===== src/rtl/hazard_ctrl_if.sv =====
// Decode-side hazard control bundle: decode/issue/write-back/jump inputs and stall/flush/status outputs.
// The master side drives the decode and write-back signals; the slave side is hazard_ctrl.
interface hazard_ctrl_if;
   logic        dec_valid_i;
   logic [4:0]  rs1_addr_i;
   logic [4:0]  rs2_addr_i;
   logic        rs1_sel_i;
   logic        rs2_sel_i;
   logic        iss_fire_i;
   logic        iss_load_i;
   logic [4:0]  iss_rd_i;
   logic        wb_we_i;
   logic        wb_load_i;
   logic [4:0]  wb_rd_i;
   logic        jump_i;
   logic        stall_o;
   logic        flush_o;
   logic [31:0] pending_o;
   logic        err_o;

   modport master (
      output dec_valid_i, rs1_addr_i, rs2_addr_i, rs1_sel_i, rs2_sel_i,
      output iss_fire_i, iss_load_i, iss_rd_i, wb_we_i, wb_load_i, wb_rd_i, jump_i,
      input  stall_o, flush_o, pending_o, err_o
   );

   modport slave (
      input  dec_valid_i, rs1_addr_i, rs2_addr_i, rs1_sel_i, rs2_sel_i,
      input  iss_fire_i, iss_load_i, iss_rd_i, wb_we_i, wb_load_i, wb_rd_i, jump_i,
      output stall_o, flush_o, pending_o, err_o
   );
endinterface


===== src/rtl/hazard_ctrl.sv =====
// Decode-stage sequencer: load scoreboard, load-use stall, post-jump flush window, stall watchdog.
// Define HAZARD_PERF_EN to add the perf_stall_o / perf_flush_o event counters.
module hazard_ctrl #(
   parameter int unsigned FLUSH_CYCLES  = 1,
   parameter bit          WB_BYPASS     = 1'b1,
   parameter int unsigned STALL_TIMEOUT = 255
) (
   input logic          clk,
   input logic          rst,
   hazard_ctrl_if.slave ctrl
`ifdef HAZARD_PERF_EN
   ,
   output logic [31:0]  perf_stall_o,
   output logic [31:0]  perf_flush_o
`endif
);

   typedef enum logic [1:0] {StRun, StStall, StFlush} state_e;

   localparam logic [2:0] FlushLoad = 3'(FLUSH_CYCLES - 1);
   localparam logic [7:0] Timeout   = 8'(STALL_TIMEOUT);

   state_e      state_q;
   logic [2:0]  flush_cnt_q;
   logic [7:0]  stall_cnt_q, stall_cnt_d;
   logic        err_q;
   logic [31:0] sb_q, sb_d;
   logic        wb_clr, rs1_busy, rs2_busy, hz, stall, flush;

   assign wb_clr = ctrl.wb_we_i & ctrl.wb_load_i;

   // A load write-back in the same cycle is forwarded by the RF write-through.
   assign rs1_busy = sb_q[ctrl.rs1_addr_i] & (ctrl.rs1_addr_i != 5'd0) &
                     ~(WB_BYPASS & wb_clr & (ctrl.wb_rd_i == ctrl.rs1_addr_i));
   assign rs2_busy = sb_q[ctrl.rs2_addr_i] & (ctrl.rs2_addr_i != 5'd0) &
                     ~(WB_BYPASS & wb_clr & (ctrl.wb_rd_i == ctrl.rs2_addr_i));

   assign hz    = ctrl.dec_valid_i & ((ctrl.rs1_sel_i & rs1_busy) | (ctrl.rs2_sel_i & rs2_busy));
   assign flush = ctrl.jump_i | (state_q == StFlush);
   assign stall = hz & ~flush;

   assign ctrl.stall_o   = stall;
   assign ctrl.flush_o   = flush;
   assign ctrl.pending_o = sb_q;
   assign ctrl.err_o     = err_q;

   // Set is applied after clear so a same-cycle issue of the same rd wins.
   always_comb begin
      sb_d = sb_q;
      if (wb_clr) sb_d[ctrl.wb_rd_i] = 1'b0;
      if (ctrl.iss_fire_i && ctrl.iss_load_i) sb_d[ctrl.iss_rd_i] = 1'b1;
      sb_d[0] = 1'b0;
   end

   always_comb begin
      if (!stall)                    stall_cnt_d = 8'd0;
      else if (stall_cnt_q == 8'hff) stall_cnt_d = 8'hff;
      else                           stall_cnt_d = stall_cnt_q + 8'd1;
   end

   // flush_cnt holds the FLUSH cycles still owed, including the current one.
   always_ff @(posedge clk) begin
      if (!rst) begin
         state_q     <= StRun;
         flush_cnt_q <= 3'd0;
      end else if (ctrl.jump_i) begin
         flush_cnt_q <= FlushLoad;
         state_q     <= (FLUSH_CYCLES > 1) ? StFlush : StRun;
      end else begin
         unique case (state_q)
            StRun:   if (hz) state_q <= StStall;
            StStall: if (!hz) state_q <= StRun;
            StFlush: begin
               flush_cnt_q <= flush_cnt_q - 3'd1;
               if (flush_cnt_q <= 3'd1) state_q <= hz ? StStall : StRun;
            end
            default: state_q <= StRun;
         endcase
      end
   end

   always_ff @(posedge clk) begin
      if (!rst) begin
         sb_q        <= 32'd0;
         stall_cnt_q <= 8'd0;
         err_q       <= 1'b0;
      end else begin
         sb_q        <= sb_d;
         stall_cnt_q <= stall_cnt_d;
         if ((Timeout != 8'd0) && (stall_cnt_d == Timeout)) err_q <= 1'b1;
      end
   end

`ifdef HAZARD_PERF_EN
   logic [31:0] perf_stall_q, perf_flush_q;

   always_ff @(posedge clk) begin
      if (!rst) begin
         perf_stall_q <= 32'd0;
         perf_flush_q <= 32'd0;
      end else begin
         perf_stall_q <= perf_stall_q + {31'd0, stall};
         perf_flush_q <= perf_flush_q + {31'd0, ctrl.jump_i};
      end
   end

   assign perf_stall_o = perf_stall_q;
   assign perf_flush_o = perf_flush_q;
`endif

endmodule


===== src/flat_wrapper.sv =====
// flat-port wrapper written by rule: the top's interface ports become plain ports
module hazard_ctrl_flat 
#(
   parameter int unsigned FLUSH_CYCLES  = 1,
   parameter bit          WB_BYPASS     = 1'b1,
   parameter int unsigned STALL_TIMEOUT = 255
)
  (clk, rst, ctrl_dec_valid_i, ctrl_rs1_addr_i, ctrl_rs2_addr_i, ctrl_rs1_sel_i, ctrl_rs2_sel_i, ctrl_iss_fire_i, ctrl_iss_load_i, ctrl_iss_rd_i, ctrl_wb_we_i, ctrl_wb_load_i, ctrl_wb_rd_i, ctrl_jump_i, ctrl_stall_o, ctrl_flush_o, ctrl_pending_o, ctrl_err_o);
  hazard_ctrl_if ctrl_i ();
  input logic clk;
  input logic rst;
  input wire logic [$bits(ctrl_i.dec_valid_i)-1:0] ctrl_dec_valid_i;
  input wire logic [$bits(ctrl_i.rs1_addr_i)-1:0] ctrl_rs1_addr_i;
  input wire logic [$bits(ctrl_i.rs2_addr_i)-1:0] ctrl_rs2_addr_i;
  input wire logic [$bits(ctrl_i.rs1_sel_i)-1:0] ctrl_rs1_sel_i;
  input wire logic [$bits(ctrl_i.rs2_sel_i)-1:0] ctrl_rs2_sel_i;
  input wire logic [$bits(ctrl_i.iss_fire_i)-1:0] ctrl_iss_fire_i;
  input wire logic [$bits(ctrl_i.iss_load_i)-1:0] ctrl_iss_load_i;
  input wire logic [$bits(ctrl_i.iss_rd_i)-1:0] ctrl_iss_rd_i;
  input wire logic [$bits(ctrl_i.wb_we_i)-1:0] ctrl_wb_we_i;
  input wire logic [$bits(ctrl_i.wb_load_i)-1:0] ctrl_wb_load_i;
  input wire logic [$bits(ctrl_i.wb_rd_i)-1:0] ctrl_wb_rd_i;
  input wire logic [$bits(ctrl_i.jump_i)-1:0] ctrl_jump_i;
  output wire logic [$bits(ctrl_i.stall_o)-1:0] ctrl_stall_o;
  output wire logic [$bits(ctrl_i.flush_o)-1:0] ctrl_flush_o;
  output wire logic [$bits(ctrl_i.pending_o)-1:0] ctrl_pending_o;
  output wire logic [$bits(ctrl_i.err_o)-1:0] ctrl_err_o;
  assign ctrl_i.dec_valid_i = ctrl_dec_valid_i;
  assign ctrl_i.rs1_addr_i = ctrl_rs1_addr_i;
  assign ctrl_i.rs2_addr_i = ctrl_rs2_addr_i;
  assign ctrl_i.rs1_sel_i = ctrl_rs1_sel_i;
  assign ctrl_i.rs2_sel_i = ctrl_rs2_sel_i;
  assign ctrl_i.iss_fire_i = ctrl_iss_fire_i;
  assign ctrl_i.iss_load_i = ctrl_iss_load_i;
  assign ctrl_i.iss_rd_i = ctrl_iss_rd_i;
  assign ctrl_i.wb_we_i = ctrl_wb_we_i;
  assign ctrl_i.wb_load_i = ctrl_wb_load_i;
  assign ctrl_i.wb_rd_i = ctrl_wb_rd_i;
  assign ctrl_i.jump_i = ctrl_jump_i;
  assign ctrl_stall_o = ctrl_i.stall_o;
  assign ctrl_flush_o = ctrl_i.flush_o;
  assign ctrl_pending_o = ctrl_i.pending_o;
  assign ctrl_err_o = ctrl_i.err_o;
  hazard_ctrl #(.FLUSH_CYCLES(FLUSH_CYCLES), .WB_BYPASS(WB_BYPASS), .STALL_TIMEOUT(STALL_TIMEOUT)) u_core (.clk(clk), .rst(rst), .ctrl(ctrl_i));
endmodule

===== config.mk =====
export PLATFORM = sky130hd
export DESIGN_NAME = hazard_ctrl_flat
export DESIGN_NICKNAME = d
export VERILOG_FILES = /design/src/rtl/hazard_ctrl_if.sv /design/src/rtl/hazard_ctrl.sv /design/src/flat_wrapper.sv
export SDC_FILE = /design/constraint.sdc
export NUM_CORES = 1
export LEC_CHECK = 0
export BUFFER_PORTS_ARGS = -buffer_cell sky130_fd_sc_hd__clkbuf_2
export CAP_MARGIN = 0
export CORE_ASPECT_RATIO = 1.75
export CORE_MARGIN = 1.5
export CORE_UTILIZATION = 50
export DETAILED_ROUTE_END_ITERATION = 6
export HOLD_SLACK_MARGIN = 0.1
export PLACE_DENSITY = 0.83
export SLEW_MARGIN = 20
export SYNTH_ARGS = -nofsm -noshare
export SYNTH_HDL_FRONTEND = slang
export SYNTH_SLANG_ARGS = --single-unit

===== constraint.sdc =====
create_clock -name clk -period 2.7 [get_ports clk]
set_input_delay 0.54 -clock clk [delete_from_list [all_inputs] [get_ports clk]]
set_output_delay 0.54 -clock clk [all_outputs]
set_load 0.005 [all_outputs]

# == Word level (Yosys, flattened, before mapping) ==
# Cells that the tools add are included.
# totals
regBits,46
inputBits,30
wordCells,69
# op_classes
add_sub_neg,2
n_lt_le_gt_ge,7
eq_ne,9
mux,17
bitwise,20
n_reduce_logical,8
# op_table
op,n
two-way mux 32 bit,2
bitwise AND 32 bit,1
inverter 32 bit,1
OR 32 bit,1
less-than comparator 5 x 6 -> 1 bit (second input constant),4
equality test 8 bit (second input constant),2
two-way mux 8 bit,2
bitwise AND 1 bit,11
binary-select mux 1 bit (select 5 bit),2
demux 1 bit (select 5 bit),2
equality test 5 bit,2
greater-or-equal comparator 5 x 1 -> 1 bit (second input constant),2
nonzero test 5 bit,2
adder 8 x 1 -> 8 bit (second input constant),1
two-way mux 2 bit,3
one-hot mux 2 bit (3 select lines),1
two-way mux 1 bit,5
inequality test 2 bit (second input constant),2
inverter 1 bit,4
less-or-equal comparator 3 x 1 -> 1 bit (second input constant),1
logical AND 1 bit,3
AND reduction 3 bit,1
subtractor 3 x 1 -> 3 bit (second input constant),1
equality test 2 x 1 -> 1 bit (second input constant),1
5 further kinds,6

# == Longest topological paths before layout ==
# logic_depth
word_depth,10
depth_mapped,8

# == Least setup slack after synthesis ==
# Ideal clock, no wire load.
# synth_path
path_kind,in2out
start,input port ctrl_rs1_addr_i[3]
end,output port ctrl_stall_o
arrival_ps,2015
path_slack_ps,145
cell_stages,7
cell_sequence,buf_2 mux2_2 a311oi_1 a2111o_1 o311ai_2 a32oi_4 nor3b_1
# synth_between
elab_chain_cells,8
word_cells_on_any_way,12
classes_between,eq/ne: 1; mux: 2; bitwise: 8; reduce/logical: 1
# synth_lines
item,line,source
from (decl),flat_wrapper.sv:13,input wire logic [$bits(ctrl_i.rs1_addr_i)-1:0] ctrl_rs1_addr_i;
binary-select mux 1 bit (select 5 bit) or equality test 5 bit (tied branches),"hazard_ctrl.sv:33, hazard_ctrl.sv:34",
two-way mux 1 bit (implied by the code) or bitwise AND 1 bit (tied branches),"hazard_ctrl.sv:33, hazard_ctrl.sv:34",
bitwise AND 1 bit or inverter 1 bit (tied branches),"hazard_ctrl.sv:33, hazard_ctrl.sv:34",
bitwise AND 1 bit *,hazard_ctrl.sv:33,assign rs1_busy = sb_q[ctrl.rs1_addr_i] & (ctrl.rs1_addr_i != 5'd0) &
bitwise AND 1 bit *,hazard_ctrl.sv:38,assign hz = ctrl.dec_valid_i & ((ctrl.rs1_sel_i & rs1_busy) | (ctrl.rs2_sel_i & rs2_busy));
OR 1 bit *,hazard_ctrl.sv:38,
bitwise AND 1 bit *,hazard_ctrl.sv:38,
bitwise AND 1 bit *,hazard_ctrl.sv:40,assign stall = hz & ~flush;
to (decl),flat_wrapper.sv:24,output wire logic [$bits(ctrl_i.stall_o)-1:0] ctrl_stall_o;
# Mark *: on every way between the ends. The rest lies on a longest branch, timed or not. The select of a mux whose other input is x is not followed.

# == Final worst setup path ==
# layout_path
start,input port ctrl_rs1_addr_i[1]
end,output port ctrl_stall_o
# Same word-level chain as after synthesis.

==> flow_summary.json <==
{
  "status": "finished, violations left",
  "violations": "design-rule violations",
  "ys_async_sr_fraction_pct": 0,
  "slowest_stage": "mux2_2",
  "port_buffers": 63,
  "synth_ff_type": "dfxtp_1",
  "h-tree-depth": 2,
  "setup_viol": 0,
  "synthesis.area_mm2": 0.00267,
  "finClkSkew_ps": 6.95,
  "antenna_found_initial": 0,
  "arrival_ps": 2110,
  "syn_nets": 342,
  "crit_type": "in2out",
  "hold_viol": 0,
  "rows": 35,
  "clkSinkCount": 40,
  "cts_setup_buffers": 0,
  "synthCells": 311,
  "crit_family": "compound AO/OA/AOI/OAI gates",
  "grt_pass1_vias": 2663,
  "die_y_um": 99.7,
  "dieArea_mm2": 0.00581,
  "vias": 2754,
  "p_leak_nw": 1.21,
  "cts-buffers-inserted": 5,
  "cp.required_ps": 2160,
  "design.portCount": 65,
  "final_max_slew_viol_count": 0,
  "nets": 406,
  "cts_buffer_depth": 2,
  "cts_root_buf": "clkbuf_8",
  "vias_per_cell": 6.39,
  "synth_edf_count": 0,
  "grt_usage_pct": 28.0,
  "utilization_pct": 62.3,
  "finalWirelength_mm": 8.07,
  "drtPass1Iterations": 7,
  "cpMostUsedCell": "buf_2",
  "cp.depth": 7,
  "fin_area_mm2": 0.00324,
  "pre_cts_slack_ps": -63.9,
  "crit_path_end_kind": "output port",
  "power_density_mw_per_mm2": 401,
  "dp_hpwl_mm": 6.14,
  "crit_fanout": 13,
  "worstMarginPinSlew_ps": 693,
  "clk_latency_ps": 300,
  "drtIter0Drc": 201,
  "whs_path_depth": 2,
  "gp_congestion": 0.959,
  "remaining_drc_errors": 11,
  "post-route-period-util_pct": 98.2,
  "initial_core_util_pct": 51.3,
  "slowest_delay_ps": 380,
  "cts_tree": "built",
  "drive_gt1_share_pct": 29.3,
  "grt_remaining_overflow": 0,
  "avgRoutedWirePerCell_um": 18.7,
  "path_cells": "buf_2 > mux2_2 > o21ai_0 > o311ai_4 > a32oi_4 > nor3b_2 > buf_2",
  "grt_pass1_wl_mm": 12.5,
  "ys_warn_count": 0,
  "finalPower_mw": 1.30,
  "cap_violations": 0,
  "ys_seq_area_share_pct": 30.0,
  "die_w_um": 58.3,
  "final_antenna_net_count": 0,
  "min_period_ps": 2650,
  "place_area_mm2": 0.00305,
  "setup_slack_ps": 49.7,
  "ys_ff_latch": 40,
  "startpoint_type": "primary input",
  "hold_class": "reg2reg",
  "synth.distinct_cells": 54,
  "area_growth_pct": 21.4,
  "most-common-layout-cells": "clkbuf_2, nand2_1, dfxtp_1",
  "slew_headroom_pct": 53.7,
  "mostFrequentLayoutCell": "clkbuf_2",
  "path_clk_slew_ps": 70,
  "coreArea_mm2": 0.00521,
  "reg2reg_depth": 7,
  "vdd_drop_max_v": 0.000735,
  "avgSynthCellArea_um2": 8.59,
  "path_buf_inv": 2,
  "grt_max_degree": 34,
  "antenna_cells": 0,
  "clock.fmax_mhz": 377
}
==> power by group <==
part           internal, mW  leakage [nW]  switching [mW]
logic                0.0929         0.835           0.120
clock network         0.274        0.0552           0.215
registers             0.593         0.322         0.00458
total                 0.960          1.21           0.339
==> timing repair <==
item	CTS	global route
pin swaps	1	6
resized for setup	3	33
endpoints found under the setup margin	1	1
hold buffers	0	0
==> through the flow <==
step                      setup TNS, ps  hold slack (ps)  instances
after detailed placement          -63.9              454        423
after CTS                             0              476        431
after floorplan                       0              452        311
final                                 0              471        431
after global routing              -16.2              512        431
after global placement            -35.9              444        423
==> synthesized netlist by cell type (6+ instances only) <==
cell	instances	share of area [%]
a21boi_0	31	8.7
clkbuf_1	10	1.4
dfxtp_1	40	30
mux2i_1	12	4.5
nand2_1	44	6.2
nand3_1	11	2.1
nand3b_1	8	2.2
nand4_1	6	1.4
nor2_1	10	1.4
o21ai_0	37	6.9
xnor2_1	10	3.3
==> worst reg2reg max path, stage by stage (launching register included) <==
cell and delay [ps]:
dfxtp_1 410, mux2i_1 100, o32a_1 290, a2111o_1 450, o311ai_4 90, a32oi_4 110, buf_4 200, o41ai_2 340
==> sequential cells by signal, indices dropped and copies added, names as in the netlist <==
| register | flops |
|---|---|
| u_core.ctrl.pending_o | 31 |
| u_core.stall_cnt_q | 8 |
| u_core.ctrl.err_o | 1 |
==> per-layer routing <==
metal  part of all wire [%]  GRT usage [%]
met5                      0              0
met3                    4.8           5.33
met1                     35           27.1
met4                    4.7           17.0
met2                     55           51.9
==> cells by family after synthesis <==
family	after synthesis	synth area share, %
DFF	40	30.0
and+or+nand+nor	117	23.3
other	1	0.140
xor gates and xnor gates	13	4.26
adders and majority gates	1	0.468
AOI/OAI and AO/OA	94	25.1
muxes	22	12.1
buffers and inverters	23	4.63
==> final timing paths <==
check / end / start / slack (ps)
worst max register to register: u_core.ctrl.err_o / u_core.ctrl.pending_o[8] / 600
worst max-delay path: ctrl_stall_o / ctrl_rs1_addr_i[1] / 50
worst min register to register: u_core.ctrl.err_o / u_core.ctrl.err_o / 470
worst min-delay path: u_core.ctrl.err_o / u_core.ctrl.err_o / 470
==> layout make-up <==
class | instances | area (µm²)
Fill cell | 448 | 1970
Multi-Input combinational cell | 248 | 1800
Sequential cell | 40 | 801
Timing Repair Buffer | 77 | 455
Clock buffer | 6 | 72.6
Tap cell | 55 | 68.8
Clock inverter | 2 | 35.0
Inverter | 3 | 11.3
Note: power is estimated with default switching activity, not from simulation.
